### config.mk
export PLATFORM = sky130hd
export DESIGN_NAME = keypad_encoder
export DESIGN_NICKNAME = d
export VERILOG_FILES = /design/src/rtl/keypad_encoder.sv
export SDC_FILE = /design/constraint.sdc
export NUM_CORES = 1
export LEC_CHECK = 0
export ABC_CLOCK_PERIOD_IN_PS = 4900
export BUFFER_PORTS_ARGS = -buffer_cell sky130_fd_sc_hd__buf_2
export CORE_MARGIN = 4
export CORE_UTILIZATION = 58
export DETAILED_ROUTE_END_ITERATION = 10
export PLACE_DENSITY = 0.87
export RECOVER_POWER = 100
export REMOVE_ABC_BUFFERS = 1
export SLEW_MARGIN = 5
export SYNTH_ARGS = -nofsm -noshare
export SYNTH_HDL_FRONTEND = slang
export SYNTH_SLANG_ARGS = --single-unit
### constraint.sdc
create_clock -name clk -period 4.9 [get_ports clk]
set_input_delay 0 -clock clk [delete_from_list [all_inputs] [get_ports clk]]
set_output_delay 0 -clock clk [all_outputs]
set_load 0.005 [all_outputs]
### src/rtl/keypad_encoder.sv
// keypad_encoder: 4x4 matrix keypad scanner with debounce and single-strobe key reporting.
// Build option KEYPAD_REPEAT_EN adds auto-repeat strobes while a key stays held.
module keypad_encoder #(
  parameter int unsigned SCAN_DIV     = 4,
  parameter int unsigned DEBOUNCE_CYC = 8,
  parameter int unsigned REPEAT_CYC   = 64
) (
  input  logic       clk,
  input  logic       reset,
  input  logic [3:0] key_row,
  input  logic       accept,
  output logic [3:0] key_col,
  output logic [3:0] keypad_data,
  output logic       keypad_enable,
  output logic       key_held
);

  localparam logic [1:0] SCAN     = 2'd0;
  localparam logic [1:0] DEBOUNCE = 2'd1;
  localparam logic [1:0] PRESSED  = 2'd2;
  localparam logic [1:0] HOLD     = 2'd3;

  localparam int unsigned DIV_W = $clog2(SCAN_DIV + 1);
  localparam int unsigned DEB_W = $clog2(DEBOUNCE_CYC + 1);
  localparam logic [DIV_W-1:0] DIV_LAST = DIV_W'(SCAN_DIV - 1);
  localparam logic [DEB_W-1:0] DEB_LAST = DEB_W'(DEBOUNCE_CYC - 1);

  logic [3:0]       r_sync1, r_sync2;
  logic [1:0]       r_state, w_state_next;
  logic [1:0]       r_col_idx, w_col_idx_next;
  logic [1:0]       r_row_idx, w_row_idx_next;
  logic [DIV_W-1:0] r_div_cnt, w_div_cnt_next;
  logic [DEB_W-1:0] r_deb_cnt, w_deb_cnt_next;
  logic [3:0]       r_data, w_data_next;
  logic             r_enable, w_enable_next;
  logic             r_held, w_held_next;

  logic             w_row_bit;
  logic             w_any_low;
  logic [1:0]       w_low_row;
  logic [3:0]       w_code;
  logic             w_rep_fire;

  assign w_row_bit = r_sync2[r_row_idx];
  assign w_any_low = ~&r_sync2;
  assign w_code    = {r_row_idx, r_col_idx};

  // Lowest-numbered low row wins when several rows are active.
  always_comb begin
    w_low_row = 2'd3;
    if (!r_sync2[0])      w_low_row = 2'd0;
    else if (!r_sync2[1]) w_low_row = 2'd1;
    else if (!r_sync2[2]) w_low_row = 2'd2;
  end

`ifdef KEYPAD_REPEAT_EN
  localparam int unsigned REP_W = $clog2(REPEAT_CYC + 1);
  localparam logic [REP_W-1:0] REP_LAST = REP_W'(REPEAT_CYC - 1);

  logic [REP_W-1:0] r_rep_cnt, w_rep_cnt_next;

  assign w_rep_fire = (r_state == HOLD) && !w_row_bit && (r_rep_cnt == REP_LAST);

  always_comb begin
    w_rep_cnt_next = '0;
    if (r_state == HOLD && !w_row_bit && !w_rep_fire) w_rep_cnt_next = r_rep_cnt + 1'b1;
  end

  always_ff @(posedge clk or negedge reset) begin
    if (!reset) r_rep_cnt <= '0;
    else        r_rep_cnt <= w_rep_cnt_next;
  end
`else
  assign w_rep_fire = 1'b0;
`endif

  always_comb begin
    w_state_next   = r_state;
    w_col_idx_next = r_col_idx;
    w_row_idx_next = r_row_idx;
    w_div_cnt_next = r_div_cnt;
    w_deb_cnt_next = r_deb_cnt;
    w_data_next    = r_data;
    w_enable_next  = 1'b0;
    w_held_next    = r_held;
    case (r_state)
      SCAN: begin
        if (r_div_cnt == DIV_LAST) begin
          w_div_cnt_next = '0;
          if (w_any_low) begin
            w_row_idx_next = w_low_row;
            w_deb_cnt_next = '0;
            w_state_next   = DEBOUNCE;
          end else begin
            w_col_idx_next = r_col_idx + 2'd1;
          end
        end else begin
          w_div_cnt_next = r_div_cnt + 1'b1;
        end
      end
      DEBOUNCE: begin
        if (w_row_bit) begin
          w_state_next   = SCAN;
          w_col_idx_next = r_col_idx + 2'd1;
          w_div_cnt_next = '0;
          w_deb_cnt_next = '0;
        end else if (r_deb_cnt == DEB_LAST) begin
          w_state_next   = PRESSED;
          w_deb_cnt_next = '0;
        end else begin
          w_deb_cnt_next = r_deb_cnt + 1'b1;
        end
      end
      PRESSED: begin
        if (accept) begin
          w_data_next   = w_code;
          w_enable_next = 1'b1;
        end
        w_held_next    = 1'b1;
        w_deb_cnt_next = '0;
        w_state_next   = HOLD;
      end
      HOLD: begin
        if (w_row_bit) begin
          if (r_deb_cnt == DEB_LAST) begin
            w_held_next    = 1'b0;
            w_state_next   = SCAN;
            w_col_idx_next = r_col_idx + 2'd1;
            w_div_cnt_next = '0;
            w_deb_cnt_next = '0;
          end else begin
            w_deb_cnt_next = r_deb_cnt + 1'b1;
          end
        end else begin
          w_deb_cnt_next = '0;
        end
        if (w_rep_fire && accept) begin
          w_data_next   = w_code;
          w_enable_next = 1'b1;
        end
      end
      default: w_state_next = SCAN;
    endcase
  end

  always_ff @(posedge clk or negedge reset) begin
    if (!reset) begin
      r_sync1   <= '0;
      r_sync2   <= '0;
      r_state   <= SCAN;
      r_col_idx <= '0;
      r_row_idx <= '0;
      r_div_cnt <= '0;
      r_deb_cnt <= '0;
      r_data    <= '0;
      r_enable  <= 1'b0;
      r_held    <= 1'b0;
    end else begin
      r_sync1   <= key_row;
      r_sync2   <= r_sync1;
      r_state   <= w_state_next;
      r_col_idx <= w_col_idx_next;
      r_row_idx <= w_row_idx_next;
      r_div_cnt <= w_div_cnt_next;
      r_deb_cnt <= w_deb_cnt_next;
      r_data    <= w_data_next;
      r_enable  <= w_enable_next;
      r_held    <= w_held_next;
    end
  end

  // Column drive is a pure decode of the index, so it freezes whenever the index does.
  always_comb begin
    key_col            = 4'b1111;
    key_col[r_col_idx] = 1'b0;
  end

  assign keypad_data   = r_data;
  assign keypad_enable = r_enable;
  assign key_held      = r_held;

endmodule
==> flow_summary.yaml, run 1 <==
outcome:
  status: "completed"
routing:
  drt_wl_total_mm: 1.94
  via_per_inst: 5.32
  drtIter0Drc: 9
  wl_per_cell_um: 13.1
  drcViolationCount: 0
  highest_layer: "met4"
  wl_met3_um: 74
  route.met2.wl_mm: 1.04
  drt-met1-wl_um: 780
  dr_total_vias: 787
  firstDrtPassIters: 4
  detail-route-antenna-nets: 0
pwr:
  vdd_drop_max_v: 0.000314
  cellPowerDensity_mw_per_mm2: 466
  leakage_nw: 0.654
layout:
  syn_to_final_growth_pct: 14.9
  final_nets: 135
  drive_gt1_share_pct: 19.0
  design_area_mm2: 0.00135
  post-route-util_pct: 69.5
  diodes: 0
sta:
  period_needed_ps: 1690
  rsz0062_at_grt: "false"
  finClkSkew_ps: 6.13
  tns_ps: 0
  hold_viol_final: 0
  slew_viol_final: 0
  relSlewSlack_pct: 11.6
  layout_worst_path_cycle_share_pct: 34.4
  finalSetupViolCount: 0
  fmax_mhz: 593
  tightest_slew_ps: 1330
  setup_slack_ps: 3210
placed_design:
  place_ws_ps: 3290
  dpl.hpwl_mm: 1.39
  port_buffers: 16
  place.gp.congestion: 0.712
  placed_area_mm2: 0.00128
clocking:
  path_clk_slew_ps: 140
  clock_latency_ps: 320
  cts_tree: "built"
  cts.htree.levels: 1
  cts_resized: 0
  cts_setup_buffers: 0
  cts.sinks: 27
  ctsLongestPathBuffers: 2
  ctsHoldBuffers: 6
  numCtsBuffers: 3
  root_buffer: "clkbuf_4"
worst_setup_path:
  crit_type: "flip-flop to flip-flop"
  crit_path_end_kind: "flip-flop"
  critPathLaunchType: "flip-flop"
  cp.required_ps: 5150
  path_max_fanout: 6
  arrival_ps: 1940
  r2r-start: "r_row_idx[1]"
  critPathLaunch: "r_row_idx[1]"
yosys:
  yosysWarningCount: 0
  synth_seq_area_share_pct: 57.6
  syn_avg_cell_area_um2: 12.2
  yosysTopAreaCell: "dfrtp_1"
  synth_area_mm2: 0.00117
  synth.top_cell.area_share_pct: 57.6
  synthCells: 96
  synth_cell_type_count: 28
  synth.area.top_cells: "dfrtp_1 (58%), ha_1 (6.4%), mux2_2 (3.8%)"
  ys_ff_latch: 27
floorplanning:
  placementRows: 16
  die_w_um: 53.0
  fp.dieH_um: 53.0
  fp.dieArea_mm2: 0.00281
  ios: 17
  core-area_mm2: 0.00194
  initial_core_util_pct: 60.4
job:
  maxCapViolCount: 0
global_route:
  grt_pass1_wl_mm: 3.32
  antenna_found_initial: 0
  first_global_vias: 781
  grt.total_usage_pct: 16.9
  grt-ovfl-total: 0
  grt_max_degree: 28
worst_hold_path:
  holdCritStartpoint: "key_row[0]"
  hold_path.class: "primary input to flip-flop"
## registers in the layout, indices dropped and copies added, names as in the netlist, named ones only
name           count
key_held           1
keypad_data        4
keypad_enable      1
r_col_idx          2
r_deb_cnt          4
r_div_cnt          3
r_row_idx          2
r_state            1
r_sync1            4
r_sync2            4
## critical path, stage by stage, from the launching register on
cell and delay [ps]:
dfrtp_1 420, mux4_2 590, xnor2_1 310, nand2_1 120
o21ai_0 180
## routing by layer
| layer | track usage, % | vias to the layer above |
|---|---|---|
| met3 | 3.38 | 4 |
| met4 | 8.94 | 0 |
| met5 | 0 | - |
| met2 | 32.0 | 16 |
| met1 | 16.9 | 385 |
| li1 | - | 382 |
## kinds of logic (layout without fill, tap and decap cells)
family,after synthesis,after routing,share of synthesized area [%]
AO/OA/AOI/OAI,15,15,9.17
XOR/XNOR,3,3,2.88
adder cells (fa/ha/maj),7,7,7.36
buffers and inverters,11,36,3.62
flip-flops,27,27,57.6
multiplexers,6,6,7.04
AND/OR/NAND/NOR,27,27,12.4
## power breakdown
part | leakage [nW] | internal [mW] | switching (mW)
Clock | 0.0139 | 0.0312 | 0.0646
Combinational | 0.295 | 0.100 | 0.108
Sequential | 0.345 | 0.273 | 0.0511
Total | 0.654 | 0.404 | 0.224
## cells in the mapped netlist (all sizes together)
master,n
a21o,1
a21oi,1
a32o,2
and3b,1
and4,1
buf,1
dfrtp,27
ha,6
inv,10
maj3,1
mux2,5
mux4,1
nand2,12
nand2b,1
nand3,3
nand4b,4
nor2,4
o211ai,1
o21a,2
o21ai,7
o2bb2ai,1
or4,1
xnor2,2
xor2,1
## placed cells by master, fill, tap and decap left out, types with 2 or more instances in the layout
cell type      Yosys  routed
nand2_1           11      11
o21a_1             2       2
clkbuf_1           0       5
dfrtp_1           27      27
mux2_2             4       4
clkbuf_4           0       3
buf_2              1      11
nor2_1             4       4
nand4b_1           4       4
a32o_1             2       2
dlygate4sd3_1      0       6
xnor2_1            1       2
nand3_1            3       3
inv_1             10      10
o21ai_0            5       7
ha_1               6       6
## path summary, 6_finish.rpt
kind,endpoint,slack (ps),cells after the start
hold / removal,r_sync1[0],320,2
min in group asynchronous,keypad_data[1],490,2
setup reg to reg,r_deb_cnt[3],3210,4
setup / recovery,r_deb_cnt[3],3210,4
hold reg to reg,r_sync2[0],370,0
max in group asynchronous,r_deb_cnt[3],3640,2
## cell type report
cell class	count	area, µm²
clock buffers	3	22.5
clock inverters	1	7.51
fillers	146	593
inverters	10	37.5
multi-input cells	58	438
flip-flops and latches	27	676
well taps	27	33.8
repair buffers	22	134
## per-stage QoR
| step | std cells | hold WS [ps] | total power [mW] |
|---|---|---|---|
| final | 148 | 322 | 0.628 |
| after global routing | 148 | 316 | 0.680 |
| after global placement | 138 | 18.4 | 0.534 |
| after floorplan | 95 | -296 | 0.477 |
| after CTS | 148 | 207 | 0.650 |
| after detailed placement | 138 | 29.0 | 0.552 |
Note: power is estimated with default switching activity, not from simulation.
==> inputs of run 2 (changes only) <==
ABC_CLOCK_PERIOD_IN_PS = 1400   (was 4900)
CORE_UTILIZATION = 49   (was 58)
PLACE_DENSITY = 0.79   (was 0.87)
clock period = 1.4 ns   (was 4.9 ns; I/O delays follow)
==> run 2 against run 1 <==
Compared with the run above: the flow now finishes with violations (negative setup slack); utilization decreased by 1.5 points; clock-buffer cell count did not move; worst setup slack got worse by 3400 ps.
==> flow_summary.yaml, run 2 (synthesized netlist as in run 1, its figures left out) <==
global_route:
  grt-ovfl-total: 0
  first_global_vias: 866
  grt_pass1_wl_mm: 4.01
  grt.total_usage_pct: 16.2
  antenna_found_initial: 0
  grt_max_degree: 28
worst_setup_path:
  critPathLaunchType: "flip-flop"
  path_max_fanout: 4
  crit_path_end_kind: "flip-flop"
  arrival_ps: 1820
  crit_type: "flip-flop to flip-flop"
  cp.required_ps: 1630
sta:
  finClkSkew_ps: 3.18
  slew_viol_final: 0
  setup_slack_ps: -193
  finalSetupViolCount: 14
  tightest_slew_ps: 641
  layout_worst_path_cycle_share_pct: 114
  relSlewSlack_pct: 57.3
  hold_viol_final: 0
  tns_ps: -1530
  timing.hold.ws_ps: 206
  rsz0062_at_grt: "true"
  period_needed_ps: 1590
  fmax_mhz: 628
routing:
  detail-route-antenna-nets: 0
  via_per_inst: 5.19
  drt_wl_total_mm: 2.36
  wl_met3_um: 131
  drt-met1-wl_um: 971
  firstDrtPassIters: 4
  drtIter0Drc: 27
  dr_total_vias: 866
  highest_layer: "met4"
  drcViolationCount: 0
  wl_per_cell_um: 14.1
  route.met2.wl_mm: 1.23
worst_hold_path:
  hold_path.class: "primary input to async pin"
placed_design:
  place.gp.congestion: 0.867
  port_buffers: 16
  dpl.hpwl_mm: 1.58
  placed_area_mm2: 0.00139
clocking:
  cts.sinks: 27
  numCtsBuffers: 3
  cts.htree.levels: 1
  ctsLongestPathBuffers: 2
  cts_tree: "built"
  path_clk_slew_ps: 140
  clock_latency_ps: 330
  root_buffer: "clkbuf_4"
layout:
  final_nets: 153
  syn_to_final_growth_pct: 30.6
  final_cell_mix: "dfrtp_1 (27), buf_4 (18), buf_2 (11), inv_1 (10), nand2_1 (10)"
  design_area_mm2: 0.00153
  final_common_cell: "dfrtp_1"
  diodes: 0
  drive_gt1_share_pct: 36.7
pwr:
  leakage_nw: 0.770
  vdd_drop_max_v: 0.00118
  cellPowerDensity_mw_per_mm2: 1690
floorplanning:
  ios: 17
  fp.dieArea_mm2: 0.00324
  placementRows: 17
  core-area_mm2: 0.00225
  fp.dieH_um: 56.9
  initial_core_util_pct: 52.1
  die_w_um: 56.9
job:
  maxCapViolCount: 0
outcome:
  status: "finished with violations"
  failed_checks: "negative setup slack"
==> run 2: power breakdown <==
part           switching [mW]  internal [mW]
registers               0.149          0.955
clock network           0.224          0.107
logic                   0.537          0.610
==> run 2: path summary, 6_finish.rpt <==
check	from	to	slack (ps)	cells after the start
setup / recovery	r_row_idx[1]	r_col_idx[1]	-190	4
hold / removal	reset	r_deb_cnt[1]	210	2
setup reg to reg	r_row_idx[1]	r_col_idx[1]	-190	4
hold reg to reg	r_sync1[1]	r_sync2[1]	360	0
max in group asynchronous	reset	r_sync2[3]	790	2
min in group clk	key_row[2]	r_sync1[2]	310	2
==> run 2: cell type report <==
| cell class | instances | area (µm²) |
|---|---|---|
| multi-input cells | 58 | 487 |
| clock buffers | 3 | 22.5 |
| inverters | 10 | 37.5 |
| well taps | 28 | 35.0 |
| repair buffers | 40 | 270 |
| fillers | 169 | 722 |
| clock inverters | 1 | 5.00 |
| flip-flops and latches | 27 | 676 |
==> run 2: through the flow <==
step	instances	util, %	total power, mW	worst slack [ps]
floorplan	95	-	1.67	-143
global placement	153	61.6	2.03	-155
detailed placement	153	61.6	2.11	-217
CTS	167	67.9	2.58	-182
global route	167	68.0	2.79	-265
finish	167	68.0	2.58	-193
==> run 2: metal layers <==
| metal | GRT usage [%] | vias to the layer above |
|---|---|---|
| li1 | - | 417 |
| met1 | 18.6 | 421 |
| met2 | 29.0 | 24 |
| met3 | 4.30 | 4 |
| met4 | 5.63 | 0 |
| met5 | 0 | - |
==> run 2: what timing repair did <==
item | 4_1_cts | 5_1_grt
setup buffers | 4 | 0
setup endpoints to repair | 14 | 18
hold buffers | 6 | 0
resized for setup | 6 | 4
endpoints found under the hold margin | 32 | 0
pin swaps | 12 | 1
==> run 2: worst max-delay path, stage by stage, from the launching register on <==
cell      delay, ps
dfrtp_1         400
mux4_2          590
o211ai_2        100
nand2_2          90
mux2_4          310
==> inputs of run 3 (changes only) <==
RECOVER_POWER = not set   (was 100)
==> run 3 against run 2 <==
Compared with the run above: the run still ends with negative setup slack left; register-to-register slack about the same; flip-flop and latch count unchanged; sequential power about the same; sequential share of layout area down 0.21 points; combinational power about the same; power up 0.32%; die area unchanged; critical path depth unchanged; critical endpoint unchanged; clock skew down 1.3 ps; clock-buffer cell count unchanged; hold slack worse by 16 ps; clock power about the same.
==> flow_summary.yaml, run 3 (synthesized netlist as in run 1, its figures left out) <==
sta:
  finalSetupViolCount: 14
  finClkSkew_ps: 1.86
  slew_viol_final: 0
  rsz0062_at_grt: "true"
  period_needed_ps: 1600
  fmax_mhz: 627
  layout_worst_path_cycle_share_pct: 114
  setup_slack_ps: -195
  relSlewSlack_pct: 60.3
  hold_viol_final: 0
  timing.hold.ws_ps: 189
  tightest_slew_ps: 595
clocking:
  cts.htree.levels: 1
  cts_tree: "built"
  clock_latency_ps: 330
  path_clk_slew_ps: 140
  numCtsBuffers: 3
  root_buffer: "clkbuf_4"
  cts.sinks: 27
  ctsLongestPathBuffers: 2
worst_setup_path:
  crit_family: "multiplexers"
  arrival_ps: 1820
  critPathLaunchType: "flip-flop"
  path_cells: "mux4_2 -> o211ai_2 -> nand2_2 -> mux2_4"
  slowest_delay_ps: 590
  path_max_fanout: 4
  cp.required_ps: 1630
  crit_type: "flip-flop to flip-flop"
  cpMaxStageDelayCell: "mux4_2"
  cp_num_buf_inv: 0
  crit_path_end_kind: "flip-flop"
floorplanning:
  ios: 17
  initial_core_util_pct: 52.1
  core-area_mm2: 0.00225
  fp.dieArea_mm2: 0.00324
  fp.dieH_um: 56.9
  placementRows: 17
  die_w_um: 56.9
routing:
  via_per_inst: 5.23
  wl_per_cell_um: 14.2
  drtIter0Drc: 19
  detail-route-antenna-nets: 0
  drcViolationCount: 0
  firstDrtPassIters: 4
  dr_total_vias: 873
  drt_wl_total_mm: 2.38
global_route:
  grt_pass1_wl_mm: 4.01
  grt.total_usage_pct: 16.2
  first_global_vias: 866
  grt-ovfl-total: 0
  grt_max_degree: 28
  antenna_found_initial: 0
pwr:
  leakage_nw: 0.785
  vdd_drop_max_v: 0.00118
  cellPowerDensity_mw_per_mm2: 1680
  p_total_mw: 2.59
outcome:
  failed_checks: "negative setup slack"
  status: "finished with violations"
layout:
  final_nets: 153
  final_common_cell: "dfrtp_1"
  diodes: 0
  post-route-util_pct: 68.3
  final_cell_mix: "dfrtp_1 (27), buf_4 (18), buf_2 (16), inv_1 (10), nand2_1 (9)"
  syn_to_final_growth_pct: 31.2
  drive_gt1_share_pct: 40.3
job:
  maxCapViolCount: 0
placed_design:
  dpl.hpwl_mm: 1.58
  place.gp.congestion: 0.867
  port_buffers: 16
worst_hold_path:
  hold_path.class: "primary input to async pin"
run 3: stage by stage:
stage / TNS [ps] / std cells / cell area [µm²] / setup WS (ps)
2_1_floorplan: -341 / 95 / 1170 / -143
3_3_place_gp: -1110 / 153 / 1390 / -155
3_5_place_dp: -1500 / 153 / 1390 / -217
4_1_cts: -1390 / 167 / 1530 / -182
5_1_grt: -2730 / 167 / 1540 / -265
6_report: -1570 / 167 / 1540 / -195
run 3: worst paths after layout:
path                               from      endpoint  slack [ps]  depth (start not counted)
max                        r_row_idx[1]  r_col_idx[1]        -200                          4
min                               reset  r_deb_cnt[1]         190                          2
max reg2reg                r_row_idx[1]  r_col_idx[1]        -200                          4
min reg2reg                  r_sync1[1]    r_sync2[1]         360                          0
max in group asynchronous         reset    r_sync2[3]         830                          2
min in group clk             key_row[2]    r_sync1[2]         310                          2
run 3: final cells by class:
class	count	area, µm²
Fill cell	165	714
Sequential cell	27	676
Multi-Input combinational cell	58	489
Timing Repair Buffer	40	275
Inverter	10	37.5
Tap cell	28	35.0
Clock buffer	3	22.5
Clock inverter	1	5.00
run 3: per-layer routing:
layer  part of all wire, %  vias up  GRT usage, %
li1                      -      418             -
met1                    42      422          18.6
met2                    51       28          29.0
met3                   5.3        5          4.30
met4                   1.1        0          5.63
met5                     0        -             0
run 3: power breakdown:
group | switching, mW | internal [mW]
combinational | 0.536 | 0.619
clock | 0.225 | 0.107
sequential | 0.149 | 0.955
run 3: repair_timing:
action,4_1_cts,5_1_grt
gates resized for setup,6,4
hold buffers,6,0
setup buffers,4,0
pin swaps,12,1
setup endpoints to repair,14,18
endpoints found under the hold margin,32,0
